<file path="config.mk">
export PLATFORM = sky130hd
export DESIGN_NAME = sobel_window_ctrl
export DESIGN_NICKNAME = d
export VERILOG_FILES = /design/src/rtl/sobel_window_ctrl.sv
export SDC_FILE = /design/constraint.sdc
export NUM_CORES = 1
export LEC_CHECK = 0
export CAP_MARGIN = 20
export CORE_UTILIZATION = 50
export CTS_CLUSTER_DIAMETER = 200
export DETAILED_ROUTE_END_ITERATION = 6
export MAX_ROUTING_LAYER = met4
export PLACE_DENSITY = 0.75
export SKIP_LAST_GASP = 1
export SYNTH_ARGS = -nofsm -noshare
export SYNTH_HDL_FRONTEND = slang
export SYNTH_SLANG_ARGS = --single-unit
</file>
<file path="constraint.sdc">
create_clock -name clk -period 1.7 [get_ports clk]
set_input_delay 0.17 -clock clk [delete_from_list [all_inputs] [get_ports clk]]
set_output_delay 0.17 -clock clk [all_outputs]
set_load 0.01 [all_outputs]
</file>
<file path="src/rtl/sobel_window_ctrl.sv">
// Raster-scan control for a 3x3 Sobel window fed by two line delays.
// Optional mid-frame resync on sof_in: define SOF_RESYNC_EN.
module sobel_window_ctrl #(
  parameter int LINE_WIDTH   = 640,
  parameter int FRAME_HEIGHT = 480,
  parameter int XW           = $clog2(LINE_WIDTH),
  parameter int YW           = $clog2(FRAME_HEIGHT)
) (
  input  logic          clk,
  input  logic          rst,
  input  logic          pix_valid_in,
  input  logic          sof_in,
  output logic          line_en,
  output logic          win_valid,
  output logic [XW-1:0] win_x,
  output logic [YW-1:0] win_y,
  output logic          eof,
  output logic          busy
`ifdef SOF_RESYNC_EN
  ,
  output logic          frame_err
`endif
);

  typedef enum logic [1:0] {
    IDLE = 2'd0,
    FILL = 2'd1,
    RUN  = 2'd2
  } state_t;

  localparam logic [XW-1:0] XLAST = XW'(LINE_WIDTH - 1);
  localparam logic [YW-1:0] YLAST = YW'(FRAME_HEIGHT - 1);
  localparam logic [XW-1:0] XTWO  = XW'(2);
  localparam logic [YW-1:0] YTWO  = YW'(2);
  localparam logic [XW-1:0] XONE  = XW'(1);
  localparam logic [YW-1:0] YONE  = YW'(1);

  state_t        state_q, state_d;
  logic [XW-1:0] in_x_q, in_x_d;
  logic [YW-1:0] in_y_q, in_y_d;
  logic          win_valid_q, win_valid_d;
  logic [XW-1:0] win_x_q, win_x_d;
  logic [YW-1:0] win_y_q, win_y_d;
  logic          eof_q, eof_d;
  logic          accept;
  logic          x_last;
  logic          y_last;
  logic          last_pix;
  logic          resync_hit;
`ifdef SOF_RESYNC_EN
  logic          ferr_q, ferr_d;
`endif

  assign x_last   = (in_x_q == XLAST);
  assign y_last   = (in_y_q == YLAST);
  assign last_pix = x_last & y_last;

  // A start-of-frame on the final pixel never restarts the frame;
  // the next frame has to begin from IDLE.
`ifdef SOF_RESYNC_EN
  assign resync_hit = sof_in & ~last_pix;
`else
  assign resync_hit = 1'b0;
`endif

  // Next-state: frame position tracking and window qualification.
  always_comb begin
    state_d     = state_q;
    in_x_d      = in_x_q;
    in_y_d      = in_y_q;
    win_valid_d = 1'b0;
    win_x_d     = win_x_q;
    win_y_d     = win_y_q;
    eof_d       = 1'b0;
    accept      = 1'b0;
`ifdef SOF_RESYNC_EN
    ferr_d      = 1'b0;
`endif
    unique case (state_q)
      IDLE: begin
        if (pix_valid_in && sof_in) begin
          accept  = 1'b1;
          state_d = FILL;
          in_x_d  = XONE;
          in_y_d  = '0;
        end
      end
      FILL, RUN: begin
        if (pix_valid_in) begin
          accept = 1'b1;
          if (resync_hit) begin
            state_d = FILL;
            in_x_d  = XONE;
            in_y_d  = '0;
`ifdef SOF_RESYNC_EN
            ferr_d  = 1'b1;
`endif
          end else begin
            if (in_x_q >= XTWO && in_y_q >= YTWO) begin
              win_valid_d = 1'b1;
              win_x_d     = in_x_q - XONE;
              win_y_d     = in_y_q - YONE;
            end
            if (x_last) begin
              in_x_d = '0;
              if (y_last) begin
                in_y_d  = '0;
                state_d = IDLE;
                eof_d   = 1'b1;
              end else begin
                in_y_d = in_y_q + YONE;
                if (in_y_q == YONE) begin
                  state_d = RUN;
                end
              end
            end else begin
              in_x_d = in_x_q + XONE;
            end
          end
        end
      end
      default: begin
        state_d = IDLE;
        in_x_d  = '0;
        in_y_d  = '0;
      end
    endcase
  end

  // State, counters and registered window outputs.
  always_ff @(posedge clk) begin
    if (!rst) begin
      state_q     <= IDLE;
      in_x_q      <= '0;
      in_y_q      <= '0;
      win_valid_q <= 1'b0;
      win_x_q     <= '0;
      win_y_q     <= '0;
      eof_q       <= 1'b0;
`ifdef SOF_RESYNC_EN
      ferr_q      <= 1'b0;
`endif
    end else begin
      state_q     <= state_d;
      in_x_q      <= in_x_d;
      in_y_q      <= in_y_d;
      win_valid_q <= win_valid_d;
      win_x_q     <= win_x_d;
      win_y_q     <= win_y_d;
      eof_q       <= eof_d;
`ifdef SOF_RESYNC_EN
      ferr_q      <= ferr_d;
`endif
    end
  end

  assign line_en   = rst & accept;
  assign win_valid = win_valid_q;
  assign win_x     = win_x_q;
  assign win_y     = win_y_q;
  assign eof       = eof_q;
  assign busy      = (state_q != IDLE);
`ifdef SOF_RESYNC_EN
  assign frame_err = ferr_q;
`endif

endmodule

</file>
Yosys cells after proc, flatten, opt, wreduce, memory -nomap -nowiden. Index checks and enable logic that the tools add are counted.

Flip-flop bits (word level): 42. Word-level logic and storage cells: 54.

Order comparisons: 2. $add $sub $neg: 4. Reductions and logical operators: 11. Multiplexer cells: 20. Bitwise operators: 1. Equal/unequal tests: 9.

Operator list (number): 9-bit two-way mux (4); 10-bit two-way mux (3); 10-bit case mux with 2 select lines (1); 9-bit case mux with 2 select lines (1); 10-bit by 1-bit adder with 10-bit output, second input constant (1); 10-bit == test, second input constant (1); 10-bit by 2-bit greater-or-equal comparator with 1-bit output, second input constant (1); 2-bit two-way mux (5); 10-bit by 1-bit subtractor with 10-bit output, second input constant (1); 9-bit by 1-bit adder with 9-bit output, second input constant (1); 9-bit by 1-bit == test with 1-bit output, second input constant (1); 9-bit == test, second input constant (1); 9-bit by 2-bit greater-or-equal comparator with 1-bit output, second input constant (1); 3-bit AND reduction (3); 9-bit by 1-bit subtractor with 9-bit output, second input constant (1); 4-bit AND reduction (2); 2-bit != test, second input constant (3); 1-bit two-way mux (4); 2-bit case mux with 2 select lines (1); 3-bit != test, second input constant (1); 2-bit by 1-bit == test with 1-bit output, second input constant (1); 2-bit == test, second input constant (1); 1-bit logical AND (2); 2-bit zero test (1); other kinds (5) (5).

Depth between registers and ports, before layout.
Depth in word-level cells: 6. Gate-level depth with buffers: 8. Gate-level depth less buffers: 6.

Worst setup path after synthesis. Ideal clock, no wire load.

Path kind: register to register. From: reg in_x_q[1]. To: reg in_y_q[7]. Cell stages (with the launch flop): 7. Period minus slack after synthesis: 1.830 ns. Data arrival time: 1.744 ns. Library setup time: 0.086 ns. Buffers on the path: 1. Required time: 1.614 ns. Setup slack: -0.130 ns. Path through: dfxtp_1 ha_1 and2_1 buf_2 a31oi_4 or4_4 a221oi_2.

Cells in the longest elaborated chain, start to end: 3.

RTL lines: start: declaration (line 39) `logic [XW-1:0] in_x_q, in_x_d;`; start signal: assignment (line 145) `in_x_q <= in_x_d;`; 10-bit == test (line 54) `assign x_last = (in_x_q == XLAST);`; 2-bit != test (no source line); 3-bit AND reduction (no source line); end signal: assignment (line 146) `in_y_q <= in_y_d;`; end: declaration (line 40) `logic [YW-1:0] in_y_q, in_y_d;`.

Every way passes these cells. A chain may end at the register's enable or synchronous reset.

Worst setup path after layout.
From: reg in_x_q[1]. To: reg win_x_q[6] (netlist: win_x[6]).

Cells in the longest elaborated chain, start to end: 3.

RTL lines: 10-bit by 2-bit greater-or-equal comparator with 1-bit output (line 99) `if (in_x_q >= XTWO && in_y_q >= YTWO) begin`; 1-bit logical AND (line 99); 3-bit AND reduction (no source line); end signal: assignment (line 148) `win_x_q <= win_x_d;`; end: declaration (line 42) `logic [XW-1:0] win_x_q, win_x_d;`.

Parallel ways exist; a longest one is shown, timed or not.

==> impl_table.tex <==
\begin{tabular}{lr}
\hline
Metric & Value \\
\hline
\multicolumn{2}{l}{\textbf{GRT}} \\
\quad Vias in the first global route & between 2,000 and 2,500 \\
\quad Wire length of the first global-routing pass & 10,400 µm \\
\quad Initial antenna violation count & 0 \\
\quad Total global-route track usage & between 20\% and 30\% \\
\quad Overflow after GRT & 0 \\
\quad Maximum number of pins on one net before global-route repair & 22 \\
\multicolumn{2}{l}{\textbf{Clock network}} \\
\quad Clock Latency Late Sink & 290 ps \\
\quad CTS tree & built \\
\quad \# clock sinks & 42 \\
\quad Number of buffers added by the clock tree synthesis step & 5 \\
\quad Buffer depth of the longest clock path & 2 \\
\quad H-tree levels & 2 \\
\quad Cts-stage hold buffer count & 0 \\
\quad Clock input transition at the sequential cells of the worst setup and hold paths & 80 ps \\
\quad Root buf cell & clkbuf\_8 \\
\multicolumn{2}{l}{\textbf{Timing}} \\
\quad Worst hold slack after final layout & between 400 and 500 ps \\
\quad Unrepaired setup endpoints after global routing & true \\
\quad Worst-margin pin slew & between 300 and 400 ps \\
\quad Clock period minus final worst setup slack & about 1700 ps \\
\quad Top achievable clock speed & 0.576 GHz \\
\quad Final clock skew & 1.93 ps \\
\quad Period utilisation layout & 102\% \\
\quad Normalized max-slew margin & 74.3\% \\
\quad Max-slew violation total from the final report & 0 \\
\quad Final setup violation count & 8 \\
\quad Hold Vio Cnt, Final & 0 \\
\quad Final worst setup slack & -36.6 ps \\
\quad Total negative slack & -141 ps \\
\multicolumn{2}{l}{\textbf{Routing}} \\
\quad Avg Vias per Cell & 5.98 \\
\quad DRT iter0 DRCs & between 80 and 90 \\
\quad Drt total wl & around 6500 µm \\
\quad Wire per inst & 16.3 µm \\
\quad Detailed-route via count & 2,380 \\
\quad Number of search-and-repair iterations in the first detailed-routing pass & 7 \\
\quad Number of DRC violations after detailed routing & 6 \\
\quad Number of nets still failing antenna checks after routing & 0 \\
\multicolumn{2}{l}{\textbf{Logic synthesis}} \\
\quad Count of cell types in the netlist & 47 \\
\quad Largest area contributor in the synthesized netlist & dfxtp\_1 \\
\quad Area share of fa/ha/maj cells after synthesis & 4.70\% \\
\quad Mean area per synthesized cell & roughly 8.5 µm² \\
\quad Top cell type's share of synthesized area & 35.1\% \\
\quad Sequential-to-total area share from yosys stat & 35.1\% \\
\quad Leading cell types by total area after synthesis & dfxtp\_1 35\%, a211oi\_1 7.2\%, a21oi\_1 5.8\%, ha\_1 4.7\%, xnor2\_1 3.7\% \\
\quad Synth Area in XOR/XNOR & 6.21\% \\
\quad Number of instances in the synthesized netlist & roughly 280 \\
\quad Yosys warns & 0 \\
\quad Share of synthesized registers carrying an async set or reset & 0\% \\
\quad Basic-gate share of the synthesized area counting and, or, nand and nor cells & 23.4\% \\
\quad Dominant combinational cell family by area after synthesis & simple AND/OR/NAND/NOR gates \\
\quad Post-synthesis compound-gate area fraction & 23.2\% \\
\quad Post-synthesis sequential element count & 42 \\
\quad Share of cell area taken by muxes after synthesis & 0.418\% \\
\quad Syn Std Cell Area & 2400 µm² \\
\quad Top\_reg\_cell synth & dfxtp\_1 \\
\quad Post-synthesis net count & 295 \\
\quad Number of flops mapped to enable cells by yosys & 0 \\
\multicolumn{2}{l}{\textbf{Final layout}} \\
\quad Most common library cell in the layout ignoring fill and taps & buf\_4 \\
\quad Area added between synthesis and finish & 39.8\% \\
\quad Layout Nets & $\sim$360 \\
\quad Total inserted antenna cells & 0 \\
\quad Most frequent cells in the layout & 49 x buf\_4, 36 x dfxtp\_1, 24 x clkdlybuf4s50\_1 \\
\quad Non-filler cells, final & $\sim$400 \\
\quad Share of cells above drive strength 1 & 35.5\% \\
\multicolumn{2}{l}{\textbf{Job}} \\
\quad Maximum capacitance violations & 0 \\
\multicolumn{2}{l}{\textbf{Critical path}} \\
\quad Worst Reg-to-Reg Cells & 7 \\
\quad Crit path DAT & $\sim$1900 ps \\
\quad Minimum setup slack among reg-to-reg paths & -40 ps \\
\quad Endpoint type of the worst setup path & register \\
\quad Data required time of the worst path & 1880 ps \\
\quad CP max FO & 10 \\
\quad Critical path class & register to register \\
\quad Startpoint kind of the worst setup timing path & register \\
\multicolumn{2}{l}{\textbf{Power}} \\
\quad Power density cells & 797 nW/µm² \\
\quad Maximum vdd drop & 0.000594 V \\
\quad P\_leak & 0.00127 µW \\
\multicolumn{2}{l}{\textbf{Floorplan}} \\
\quad Starting density of the core & 53.6\% \\
\quad Die span in x & 71.2 µm \\
\quad Number of core rows & 24 \\
\quad Overall die area & slightly above 5000 µm² \\
\quad Core area & 4470 µm² \\
\quad Y dimension of the die & 71.2 µm \\
\quad Number of ports placed on the die boundary & 27 \\
\multicolumn{2}{l}{\textbf{Status}} \\
\quad Outcome & finished, violations left \\
\quad Failing checks & design-rule violations, negative setup slack \\
\multicolumn{2}{l}{\textbf{Placed design}} \\
\quad Cell count after placement & 386 \\
\quad RD Place Congestion & 0.902 \\
\quad Port bufs & 26 \\
\quad Detailed Place HPWL & 4430 µm \\
\multicolumn{2}{l}{\textbf{Min path}} \\
\quad Hold-critical path depth & 2 \\
\quad Kind of path behind the tightest hold check & register to register \\
\hline
\end{tabular}
critical path, cell delays in order, from the launching register on:
cell	delay [ps]
dfxtp_4	360
buf_4	150
ha_2	180
nor4_4	320
a31oi_4	150
buf_6	190
a21oi_1	200
a211oi_2	60
layer usage:
metal	GRT usage [%]	up-vias	part of all wire, %
met5	-	-	0
met4	9.56	0	1.3
met3	4.36	9	3.5
met2	44.0	64	49
met1	33.8	1142	46
li1	-	1165	-
final cells by class:
cell class,instances,area (µm²)
fill,331,1120
tap,52,65.1
sequential,42,853
inverter,13,51.3
multi-input combinational,204,1610
timing repair buffer,79,676
clock inverter,1,5.00
clock buffer,7,86.3
synthesized netlist by cell type (2+ instances only):
master and n:
a211oi_1 23, a21oi_1 28, a311oi_1 2, a31oi_1 4
and2_1 6, and3_1 4, and4_1 2, buf_2 10
buf_4 4, clkbuf_1 10, dfxtp_1 42, ha_1 9
inv_1 13, nand2_1 20, nand2b_1 4, nand3_1 9
nand4_1 5, nor2_1 11, nor3_1 8, nor3b_1 2
nor4_1 4, nor4_2 4, o21ai_0 8, o221a_2 2
o22ai_1 3, o31ai_1 3, or3_1 4, or4_1 3
or4_4 2, xnor2_1 10, xor2_1 7
through the flow:
| step | setup WS (ps) | total power [µW] | utilization, % | area [µm²] |
|---|---|---|---|---|
| after floorplan | -1.79 | 1560 | - | 2430 |
| final | -36.6 | 2670 | 74.9 | 3350 |
| after CTS | -30.2 | 2570 | 71.1 | 3180 |
| after global routing | -110 | 2790 | 74.9 | 3350 |
| after detailed placement | -214 | 1890 | 67.7 | 3030 |
| after global placement | -167 | 1870 | 67.7 | 3030 |
registers in the layout, summed over array words and instances (netlist names):
register,flops
in_x_q,10
win_x,10
in_y_q,9
win_y,9
state_q,2
eof,1
win_valid,1
power breakdown:
part | leakage, µW | internal, µW | switching, µW | total, µW
Sequential | 0.000342 | 1010 | 27.7 | 1040
Clock | 0.0000482 | 328 | 348 | 676
Combinational | 0.000875 | 453 | 503 | 956
worst paths after layout:
| path | startpoint | end |
|---|---|---|
| max | in_x_q[1]$_SDFFE_PN0P_ | win_x[6]$_SDFFE_PN0P_ |
| max reg2reg | in_x_q[1]$_SDFFE_PN0P_ | win_x[6]$_SDFFE_PN0P_ |
| min reg2reg | state_q[0]$_SDFFE_PN0P_ | state_q[0]$_SDFFE_PN0P_ |
| min | state_q[0]$_SDFFE_PN0P_ | state_q[0]$_SDFFE_PN0P_ |
cells by family after synthesis:
group	after synthesis
fa+ha+maj	9
buf+inv	37
xor+xnor	17
flops	42
simple gates	94
compound gates	82
mux	1
repair_timing:
item	CTS	global route
endpoints found under the setup margin	24	31
pin swaps	1	6
gates resized for setup	19	42
setup buffers	0	3
gates cloned	1	1
hold endpoints to repair	0	0
Power figures use the tool's default switching activity.
==> RTL edit 1, RTL diff (same settings) <==
Build with the macro `SOF_RESYNC_EN` defined.
--- a/src/rtl/sobel_window_ctrl.sv
+++ b/src/rtl/sobel_window_ctrl.sv
@@ -1,5 +1,7 @@
 // Raster-scan control for a 3x3 Sobel window fed by two line delays.
 // Optional mid-frame resync on sof_in: define SOF_RESYNC_EN.
+`define SOF_RESYNC_EN
+
 module sobel_window_ctrl #(
   parameter int LINE_WIDTH   = 640,
   parameter int FRAME_HEIGHT = 480,
Function (old outputs only; new: frame_err): same outputs for any inputs over 10 cycles, from zero or initial values and one cycle with rst low; that may be too few to reach the edited logic, so the function may still have changed.
==> RTL edit 1 against the original RTL <==
The flow still finishes with violations (DRC, setup timing). Synthesized area up 0.26%. Routed wire length rose by 33%. Core utilization rose by 11 points. Die area increased by 0.25%. Hold slack lost 0.029 ns. Highest routed layer unchanged. Critical path type unchanged. Combinational power increased by 12%. Worst setup slack worse by 0.28 ns. Sequential cell count up 1. Synthesized cell count shrank 2.8%. Cell area increased by 14%. Count of clock-buffer cells in the layout shrank 1. Via count is 11% higher. Power grew 3.2%.
==> RTL edit 1: results <==
[synthesis]
ys_warn_count = 0
synth_area_leaders = "dfxtp_1 36%, xnor2_1 8.0%, nor2_1 4.8%"
ys_top_cells_by_count = "43 x dfxtp_1, 31 x nor2_1, 22 x xnor2_1"
async_flop_share_pct = 0
ys_seq_area_share_pct = 35.8
ys_types = 46
synth_fp_nets = 287

[global_route]
grt_antenna_before_repair = 0
grt_max_degree = 21
grt_pass1_wl_um = 12000
grt_use_total_pct = 31.1
grt_pass1_vias = 2461

[clock_tree]
cts_buffers = 5
cts-root-buf = "clkbuf_8"
htree_levels = 2
clkTransAtPathRegs_ns = 0.08
cts.path.max_buffers = 2
insertion_delay_ns = 0.30

[placed_design]
dpl_cell_area_um2 = 3360
place_hpwl_um = 4620
gp_congestion = 0.859
io_buffers = 27

[setup_path]
reg2reg_depth = 5
critPathArrivalTime_ns = 2.20
path_max_fanout = 4

[route]
drt_iter0_drc = 293
num_vias = 2645
route.detailed.drc = 6
wl_per_cell_um = 20.5
dr.pass1.iters = 7

[power]
peakVddDrop_mv = 0.519
p_int_uw = 1800
power.leakage_uw = 0.00146

[timing]
finClkSkew_ns = 0.00912
worst_slew_margin_rel_pct = 70.0
finalWorstSetupSlack_ns = -0.319
finalSetupViolCount = 33

[cells_and_area]
antennaDiodeCount = 0
final_nets = 383
drive_above_1_share_pct = 44.7

[outcome]
outcome = "finished with violations"
violations = "DRC, setup timing"

[hold_path]
whs_path_depth = 2
hold_path_class = "register to register"
## RTL edit 1: cell types whose count changed after synthesis, sizes merged, moves of 5 or more
cell / change
a211oi: -10
a21oi: -8
and2: -5
clkbuf: -6
nand3: +6
nor2: +21
xnor2: +12
## RTL edit 1: worst paths after layout
kind | from | endpoint | slack, ns
max | in_y_q[4]$_SDFFE_PN0P_ | state_q[0]$_SDFFE_PN0P_ | -0.32
min | win_y[8]$_SDFFE_PN0P_ | win_y[8]$_SDFFE_PN0P_ | 0.45
max reg2reg | in_y_q[4]$_SDFFE_PN0P_ | state_q[0]$_SDFFE_PN0P_ | -0.32
min reg2reg | win_y[8]$_SDFFE_PN0P_ | win_y[8]$_SDFFE_PN0P_ | 0.45
## RTL edit 1: layer usage
metal / track usage, % / part of all wire (%) / up-vias
met1: 39.8 / 40 / 1253
met3: 5.06 / 8.0 / 45
li1: - / - / 1176
met2: 48.1 / 48 / 171
met4: 14.2 / 3.8 / 0
met5: - / 0 / -
## RTL edit 1: power groups by stage
stage	Combinational, uW	Clock (uW)	Sequential, uW
CTS	933	613	1060
detailed placement	788	0	1080
global route	1120	658	1070
finish	1070	621	1060
global placement	778	0	1080
floorplan	493	0	1090
## RTL edit 1: worst max-delay path, cell delays in order, from the launching register on
cell,delay [ns]
dfxtp_1,0.42
nand2_1,0.13
or4b_4,0.57
a311o_1,0.40
nor3_1,0.25
a211oi_1,0.10
## RTL edit 1: cells by family (layout without fill, tap and decap cells)
group / count (synthesis) / count (layout) / synth area share (%)
buffers and inverters: 29 / 123 / 6.04
XOR/XNOR: 28 / 28 / 10.2
flip-flops: 43 / 43 / 35.8
AO/OA/AOI/OAI: 59 / 60 / 19.9
AND/OR/NAND/NOR: 106 / 106 / 23.3
adder cells (fa/ha/maj): 9 / 9 / 4.69
## RTL edit 1: cell type report
type | count | area [um2]
Inverter | 9 | 33.8
Multi-Input combinational cell | 203 | 1800
Clock buffer | 6 | 72.6
Tap cell | 52 | 65.1
Sequential cell | 43 | 880
Fill cell | 222 | 641
Timing Repair Buffer | 108 | 978
## RTL edit 1: repair_timing
action / CTS / global route
hold buffers: 0 / 0
gates cloned: 1 / 2
endpoints found under the setup margin: 43 / 42
pin swaps: 14 / 20
buffers inserted: 5 / 3
resized for setup: 36 / 26
## RTL edit 1: metrics by stage
step	TNS, ns	setup WS (ns)	hold WS, ns	instances
floorplan	-2.90	-0.164	0.356	274
detailed placement	-5.32	-0.208	0.443	404
CTS	-4.39	-0.233	0.453	416
global placement	-4.14	-0.159	0.436	404
finish	-6.48	-0.319	0.453	421
global route	-7.80	-0.322	0.464	421
==> RTL edit 2, RTL diff (same settings) <==
Without the edit above. The 3 states of `state_t` get a one-hot encoding in 3 bits.
--- a/src/rtl/sobel_window_ctrl.sv
+++ b/src/rtl/sobel_window_ctrl.sv
@@ -22,10 +22,10 @@
 `endif
 );
 
-  typedef enum logic [1:0] {
-    IDLE = 2'd0,
-    FILL = 2'd1,
-    RUN  = 2'd2
+  typedef enum logic [2:0] {
+    IDLE = 3'b001,
+    FILL = 3'b010,
+    RUN  = 3'b100
   } state_t;
 
   localparam logic [XW-1:0] XLAST = XW'(LINE_WIDTH - 1);
Behaviour: no difference found for any inputs over 10 cycles, from zero or initial values and one cycle with rst low; not proved beyond that.
==> RTL edit 2 against the original RTL <==
The flow still finishes with violations (DRC, setup timing). Sequential cell count grew 1. Cell area grew 6.5%. Routed wire length grew 21%. Synthesized area shrank 0.57%. Via count grew 9.1%. Clock skew grew 0.0033 ns. Clock power grew 25%. Core utilization grew 4.9 points. Synthesized cell count shrank 0.35%. Worst setup slack lost 0.17 ns. Power grew 22%.
==> RTL edit 2: results <==
[synthesis]
synth_flop_cell = "dfxtp_1"
async_flop_share_pct = 0
synth_fp_nets = 292
ys_warn_count = 0
ys_top_cells_by_count = "43 x dfxtp_1, 38 x nor2_1, 18 x a21oi_1"
synth_area_leaders = "dfxtp_1 36%, a211oi_2 8.4%, nor2_1 6.0%"
ys_types = 44
ys_seq_area_share_pct = 36.1

[timing]
tightest_slew_ns = 0.529
finalWorstSetupSlack_ns = -0.210
hold_slack_ns = 0.505
finalSetupViolCount = 36
finClkSkew_ns = 0.00523

[placed_design]
io_buffers = 26
place_hpwl_um = 4490
dpl_cell_area_um2 = 3100
gp_congestion = 0.931

[clock_tree]
cts-root-buf = "clkbuf_8"
cts.path.max_buffers = 2
clkTransAtPathRegs_ns = 0.09
htree_levels = 2
cts_buffers = 5
insertion_delay_ns = 0.30

[route]
detail-route-antenna-nets = 0
wl_per_cell_um = 18.8
drt_iter0_drc = 257
dr.pass1.iters = 7
num_vias = 2596
route.detailed.drc = 3

[global_route]
grt_pass1_wl_um = 10400
grt_pass1_vias = 2243
grt_use_total_pct = 26.9
grt_antenna_before_repair = 0
grt_max_degree = 39

[hold_path]
whs_path_depth = 2
hold_start = "win_y[5]$_SDFFE_PN0P_"
min_to = "win_y[5]$_SDFFE_PN0P_"
hold_path_class = "register to register"

[outcome]
violations = "DRC, setup timing"
outcome = "finished with violations"

[setup_path]
path_max_fanout = 9
reg2reg_depth = 8
critPathArrivalTime_ns = 2.13
r2r-end = "win_y[7]$_SDFFE_PN0P_"
worstReg2RegStart = "in_x_q[0]$_SDFFE_PN0P_"

[cells_and_area]
final_nets = 376
drive_above_1_share_pct = 39.9
antennaDiodeCount = 0
fillers = 266

[power]
peakVddDrop_mv = 0.657
power.leakage_uw = 0.00134
RTL edit 2: cell count changes after synthesis, moves of 6 or more:
cell / change
inv_1: -7
nand3_1: +8
a21oi_1: -10
nand2_1: -6
o21ai_1: +8
a211oi_1: -17
a211oi_2: +16
nor2_1: +27
RTL edit 2: stage by stage:
step | std cells | setup TNS (ns) | setup WS [ns]
after floorplan | 281 | -1.68 | -0.114
after global placement | 397 | -5.89 | -0.261
final | 418 | -4.29 | -0.210
after CTS | 409 | -2.90 | -0.150
after global routing | 418 | -7.04 | -0.275
after detailed placement | 397 | -8.19 | -0.348
RTL edit 2: worst max-delay path by stage:
stage,start,to,slack (ns)
detailed placement,pix_valid_in,in_y_q[8]$_SDFFE_PN0P_,-0.35
finish,in_x_q[0]$_SDFFE_PN0P_,win_y[7]$_SDFFE_PN0P_,-0.21
global route,in_y_q[1]$_SDFFE_PN0P_,state_q[1]$_SDFFE_PN0P_,-0.28
CTS,in_y_q[0]$_SDFFE_PN0P_,win_y[0]$_SDFFE_PN0P_,-0.15
global placement,pix_valid_in,in_y_q[8]$_SDFFE_PN0P_,-0.26
floorplan,in_x_q[0]$_SDFFE_PN0P_,in_y_q[3]$_SDFFE_PN0P_,-0.11
RTL edit 2: critical path, stage by stage, from the launching register on:
cell	delay, ns
dfxtp_4	0.37
buf_6	0.13
inv_2	0.05
ha_2	0.17
nor3_1	0.08
a211oi_4	0.52
clkbuf_16	0.27
nor2_1	0.06
a211oi_2	0.19
RTL edit 2: routing by layer:
layer	up-vias	global-route usage, %	share of wire [%]
met3	28	4.56	6.6
li1	1177	-	-
met2	140	43.3	50
met4	0	5.33	2.4
met1	1251	35.8	41
met5	-	-	0
RTL edit 2: where the power goes:
group | leakage, uW | internal, uW | switching (uW)
logic | 0.000932 | 612 | 682
registers | 0.000350 | 1050 | 59.7
clock network | 0.0000618 | 470 | 374
total | 0.00134 | 2130 | 1120
RTL edit 2: kinds of logic after synthesis:
| kind of cell | after synthesis | synth area share (%) |
|---|---|---|
| multiplexers | 1 | 0.420 |
| AND/OR/NAND/NOR | 120 | 27.2 |
| flip-flops | 43 | 36.1 |
| AO/OA/AOI/OAI | 64 | 20.5 |
| adder cells (fa/ha/maj) | 7 | 3.68 |
| buffers and inverters | 28 | 5.51 |
| XOR/XNOR | 18 | 6.62 |
RTL edit 2: final cells by class:
cell class	count	area [um2]	share of cell area, %
multi-input cells	210	1600	44.7
repair buffers	98	880	24.6
flip-flops and latches	43	876	24.5
clock buffers	8	123	3.44
well taps	52	65.1	1.82
inverters	7	28.8	0.806
RTL edit 2: what timing repair did:
action / in CTS / in global routing
setup endpoints to repair: 39 / 41
gates cloned: 0 / 4
pin swaps: 12 / 12
buffers inserted: 4 / 6
resized for setup: 15 / 39
